File: config.mk
export PLATFORM = sky130hd
export DESIGN_NAME = loop_ctrl
export DESIGN_NICKNAME = d
export VERILOG_FILES = /design/src/rtl/loop_ctrl.sv
export SDC_FILE = /design/constraint.sdc
export NUM_CORES = 1
export LEC_CHECK = 0
export ABC_AREA = 1
export CORE_MARGIN = 3
export CORE_UTILIZATION = 46
export CTS_BUF_LIST = sky130_fd_sc_hd__clkbuf_4 sky130_fd_sc_hd__clkbuf_8
export CTS_CLUSTER_DIAMETER = 150
export DETAILED_ROUTE_END_ITERATION = 8
export HOLD_SLACK_MARGIN = 0.06
export PLACE_DENSITY = 0.75
export SKIP_LAST_GASP = 1
export SLEW_MARGIN = 20
export SYNTH_ARGS = -nofsm -noshare
export SYNTH_HDL_FRONTEND = slang
export SYNTH_SLANG_ARGS = --single-unit
File: constraint.sdc
create_clock -name clk -period 1.7 [get_ports clk]
set_clock_uncertainty 0.2 [all_clocks]
set_input_delay 0.34 -clock clk [delete_from_list [all_inputs] [get_ports clk]]
set_output_delay 0.34 -clock clk [all_outputs]
set_load 0.01 [all_outputs]
File: src/rtl/loop_ctrl.sv
// Loop controller for a bracket-style interpreter: pushes loop start addresses,
// redirects fetch on a taken ']' and skips loop bodies entered with a zero cell.
module loop_ctrl #(
   parameter int unsigned DEPTH = 4,
   parameter int unsigned WIDTH = 16
) (
   input  logic             clk,
   input  logic             rst_n,
   input  logic             op_valid,
   output logic             op_ready,
   input  logic [1:0]       op_code,
   input  logic [WIDTH-1:0] pc,
   input  logic             cell_zero,
   output logic             jump,
   output logic [WIDTH-1:0] jump_pc,
   output logic             skip,
   output logic [DEPTH:0]   sp,
   output logic [DEPTH-1:0] stk_ra,
   input  logic [WIDTH-1:0] stk_rd,
   output logic             stk_we,
   output logic [DEPTH-1:0] stk_wa,
   output logic [WIDTH-1:0] stk_wd,
   output logic             err_overflow,
   output logic             err_underflow
);

   localparam logic [DEPTH:0]   SpOne = {{DEPTH{1'b0}}, 1'b1};
   localparam logic [WIDTH-1:0] WOne  = {{(WIDTH-1){1'b0}}, 1'b1};

   typedef enum logic [1:0] {StIdle, StJump, StSkip, StError} state_e;

   state_e           state_q;
   logic [WIDTH-1:0] nest_q;

   logic             accept;
   logic             is_open;
   logic             is_close;
   logic             full;
   logic             empty;
   logic             push_ok;
   logic [DEPTH:0]   sp_m1;

   assign accept   = op_valid & op_ready;
   assign is_open  = (op_code == 2'b01);
   assign is_close = (op_code == 2'b10);
   // Occupancy never exceeds 2**DEPTH, so the top bit alone means full.
   assign full     = sp[DEPTH];
   assign empty    = (sp == '0);
   assign sp_m1    = sp - SpOne;

   assign push_ok = (state_q == StIdle) & accept & is_open & ~cell_zero & ~full;
   assign stk_we  = rst_n & push_ok;
   assign stk_wa  = sp[DEPTH-1:0];
   assign stk_wd  = pc;
   assign stk_ra  = sp_m1[DEPTH-1:0];

   always_ff @(posedge clk) begin
      if (!rst_n) begin
         state_q       <= StIdle;
         sp            <= '0;
         nest_q        <= '0;
         jump          <= 1'b0;
         jump_pc       <= '0;
         err_overflow  <= 1'b0;
         err_underflow <= 1'b0;
         op_ready      <= 1'b1;
         skip          <= 1'b0;
      end else begin
         jump <= 1'b0;
         unique case (state_q)
            StIdle: begin
               if (accept && is_open) begin
                  if (cell_zero) begin
                     nest_q  <= WOne;
                     skip    <= 1'b1;
                     state_q <= StSkip;
                  end else if (full) begin
                     err_overflow <= 1'b1;
                     op_ready     <= 1'b0;
                     state_q      <= StError;
                  end else begin
                     sp <= sp + SpOne;
                  end
               end else if (accept && is_close) begin
                  if (empty) begin
                     err_underflow <= 1'b1;
                     op_ready      <= 1'b0;
                     state_q       <= StError;
                  end else if (!cell_zero) begin
                     // Resume just after the matching '['.
                     jump_pc  <= stk_rd + WOne;
                     jump     <= 1'b1;
                     op_ready <= 1'b0;
                     state_q  <= StJump;
                  end else begin
                     sp <= sp - SpOne;
                  end
               end
            end
            StJump: begin
               op_ready <= 1'b1;
               state_q  <= StIdle;
            end
            StSkip: begin
               if (accept && is_open) begin
                  nest_q <= nest_q + WOne;
               end else if (accept && is_close) begin
                  if (nest_q > WOne) begin
                     nest_q <= nest_q - WOne;
                  end else begin
                     nest_q  <= '0;
                     skip    <= 1'b0;
                     state_q <= StIdle;
                  end
               end
            end
            StError: begin
            end
         endcase
      end
   end

endmodule

==> metrics.csv, run 1 <==
metric;value;unit
status;finished with violations;
failing checks;negative setup slack;
Post-Synthesis Net Count;583;
R2R Setup Slk;-590;ps
hold_buf cts;0;
initial antenna violation count;1;
leakage;2.793;nW
GR Overflow Total;0;
crit path launch type;primary input;
critical path class;in2reg;
Critical Path RT;1710;ps
DR WL/cell;24.46;microns
Setup WS post-layout;-598.3;ps
Post-Synth Adder-Cell Area;5.236;%
CTS Sinks;44;
post-placement cell area;0.004614;sq mm
min Tclk post-route;2298;ps
most frequent cell after synthesis;nand2_1;
HP Class;in2reg;
mux cell area share after synthesis;0;%
worst-path cell chain;clkdlybuf4s50_1 > buf_4 > nand3_1 > inv_1 > nand3_2 > nor2_2 > nand2_1 > nor2_1 > nand2_1 > nand2_1 > a21oi_1;
Ports;89;
Cell Area, Synth;0.003346;sq mm
Max Slew Vio Count;0;
post-synthesis register bit count;44;
1st-iter DRT viols;891;
vias in the first global route;4701;
fmax;0.4351;GHz
vias per cell;6.456;
max-cap violations;0;
share of cells above drive strength 1;46.53;%
complex-gate fraction of the synthesized area;9.686;%
Power Dens Cells;1219;mW/mm^2
Peak VDD IR;0.0008729;V
Largest delay share family, worst path;simple AND/OR/NAND/NOR gates;
synth unique cells;35;
cell repeated most along the worst path;nand2_1;
largest net degree at the start of global routing;25;
PortBufs;56;
CTS tree;built;
Core Area;0.006907;sq mm
worst path bufs/invs;3;
Max clock buf depth;2;
Worst-Margin Slew;626.0;ps
Die Span X;91.29;microns
Final Hold Fails;0;
drt first pass iters;6;
NumNets Final;758;
Crit-path slowest cell;clkdlybuf4s50_1;
Root Driver;clkbuf_8;
CTS Buf Count;5;
Post-synth top cells;127 x nand2_1, 86 x nor2_1, 54 x inv_1;
gp weighted congestion;0.9075;
Synth area leaders;dfxtp_1 26%, nand2_1 14%, nor2_1 9.6%;
first-pass GRT wire length;23340;microns
cell taking the most area after synthesis;dfxtp_1;
XOR/XNOR share of the synthesized area;4.450;%
Synth top area share;26.33;%
Post-synth EDFFs;0;
post-layout instance area;0.005842;sq mm
Post-Synthesis Cells;531;
Critical Path End Type;flip-flop;
Arr. time, crit path;2310;ps
Core Util, Final;84.58;%
Async SR Flop Fraction;0;%
initial core utilization;48.44;%
register area share after synthesis;26.33;%
Post-route DRC;0;
Final Cycle Share;135.2;%
clock slew at reported path FFs;110;ps
overall routing resource usage;34.81;%
DR vias;5191;
synth warn;0;
Clk Latency, worst-skew pair;320;ps
RSZ-0062 raised after global routing;true;
# setup viols final;52;
die area;0.008333;sq mm
Top FF cell, synth;dfxtp_1;
Die Span Y;91.29;microns
num rows;30;
Area Overhead vs Synth;74.61;%
final WL;19670;microns
Synth Area in Simple Gates;40.09;%
Max stage delay on crit path;510;ps
post-route ant nets;0;
detailed placer's ending HPWL;7425;microns
main combinational cell family by area after synthesis;simple AND/OR/NAND/NOR gates;
Syn Area/Cell;6.301;sq um
htree depth;2;
worst-path maximum fanout;3;
slew margin rel.;58.12;%
## layout make-up
type,instances,area (sq um)
antenna,1,2.502
clock buffer,5,68.82
clock inverter,3,41.29
fill,321,1065
inverter,61,279.0
multi-input combinational,393,2665
sequential,44,900.9
tap,96,120.1
timing repair buffer,200,1753
timing repair inverter,1,11.26
## layout by cell type (no fill, tap or decap), types with 7 or more instances in the layout
cell             count
nor2_4              15
dlygate4sd2_1       32
a21oi_1             13
inv_2               11
inv_4                7
clkdlybuf4s50_1     15
dfxtp_2              7
nand2_2             22
nand2_4             10
buf_6               15
dfxtp_1             34
o21ai_2             15
nand3_1             37
nand4_1             10
nand2_1             98
a21oi_2              9
nand3_2             13
nor2_1              56
o21ai_0              8
ha_4                 7
xor2_1              10
buf_4              121
inv_1               39
nor2_2              22
## repair_timing
action / in CTS / in global routing
pin swaps: 43 / 54
cloned: 3 / 1
setup endpoints to repair: 78 / 52
buffers inserted: 27 / 19
gates resized for setup: 166 / 114
## power breakdown
| group | switching [W] | internal [W] |
|---|---|---|
| Sequential | 0.0000942 | 0.00114 |
| Clock | 0.000459 | 0.000438 |
| Combinational | 0.00300 | 0.00199 |
## kinds of logic after synthesis
| group | count (synthesis) |
|---|---|
| and+or+nand+nor | 302 |
| DFF | 44 |
| buffers and inverters | 94 |
| adders and majority gates | 14 |
| xor gates and xnor gates | 17 |
| AOI/OAI and AO/OA | 60 |
## sequential cells by signal (all words and copies together), names as in the netlist
signal / count
err_overflow: 1
state_q: 2
skip: 1
jump: 1
err_underflow: 1
jump_pc: 16
op_ready: 1
sp: 5
nest_q: 16
## metal layers
| metal | wire length, microns | vias to the layer above | track usage (%) |
|---|---|---|---|
| li1 | - | 2018 | - |
| met1 | 6051 | 2257 | 37.94 |
| met2 | 8620 | 626 | 62.11 |
| met3 | 2673 | 290 | 7.125 |
| met4 | 2321 | 0 | 19.97 |
| met5 | 0 | - | 0 |
## worst paths after layout
check / end / start / cells past startpoint
hold / removal: jump_pc[0] / stk_rd[0] / 2
hold reg to reg: jump_pc[8] / jump_pc[8] / 2
setup / recovery: jump_pc[10] / stk_rd[2] / 11
setup reg to reg: jump_pc[14] / state_q[0] / 10
## stage by stage
stage          setup TNS, ps  total power (W)  hold WS, ps  worst slack, ps  cells
3_5_place_dp          -25370         0.004528        242.1           -749.6    749
6_report              -16270         0.007123        200.8           -598.3    804
2_1_floorplan              0         0.003196        229.7            7.708    531
4_1_cts                -2826         0.005828        188.5           -193.8    786
3_3_place_gp          -23650         0.004441        241.9           -717.3    749
5_1_grt               -16810         0.007377        250.6           -626.1    803
No activity file was read; power rests on OpenSTA's default activity.
==> inputs of run 2 (changes only) <==
--- a/config.mk
+++ b/config.mk
@@ -9,7 +9,7 @@
 export CORE_MARGIN = 3
 export CORE_UTILIZATION = 46
 export CTS_BUF_LIST = sky130_fd_sc_hd__clkbuf_4 sky130_fd_sc_hd__clkbuf_8
-export CTS_CLUSTER_DIAMETER = 150
+export CTS_CLUSTER_DIAMETER = 200
 export DETAILED_ROUTE_END_ITERATION = 8
 export HOLD_SLACK_MARGIN = 0.06
 export PLACE_DENSITY = 0.75
==> results of run 2 <==
No change in the layout: final DEF, timing and power equal those of run 1.
==> inputs of run 3 (changes only) <==
--- a/config.mk
+++ b/config.mk
@@ -10,6 +10,7 @@
 export CORE_UTILIZATION = 46
 export CTS_BUF_LIST = sky130_fd_sc_hd__clkbuf_4 sky130_fd_sc_hd__clkbuf_8
 export CTS_CLUSTER_DIAMETER = 200
+export CTS_CLUSTER_SIZE = 14
 export DETAILED_ROUTE_END_ITERATION = 8
 export HOLD_SLACK_MARGIN = 0.06
 export PLACE_DENSITY = 0.75
==> results of run 3 <==
No change in the layout: final DEF, timing and power equal those of run 1.
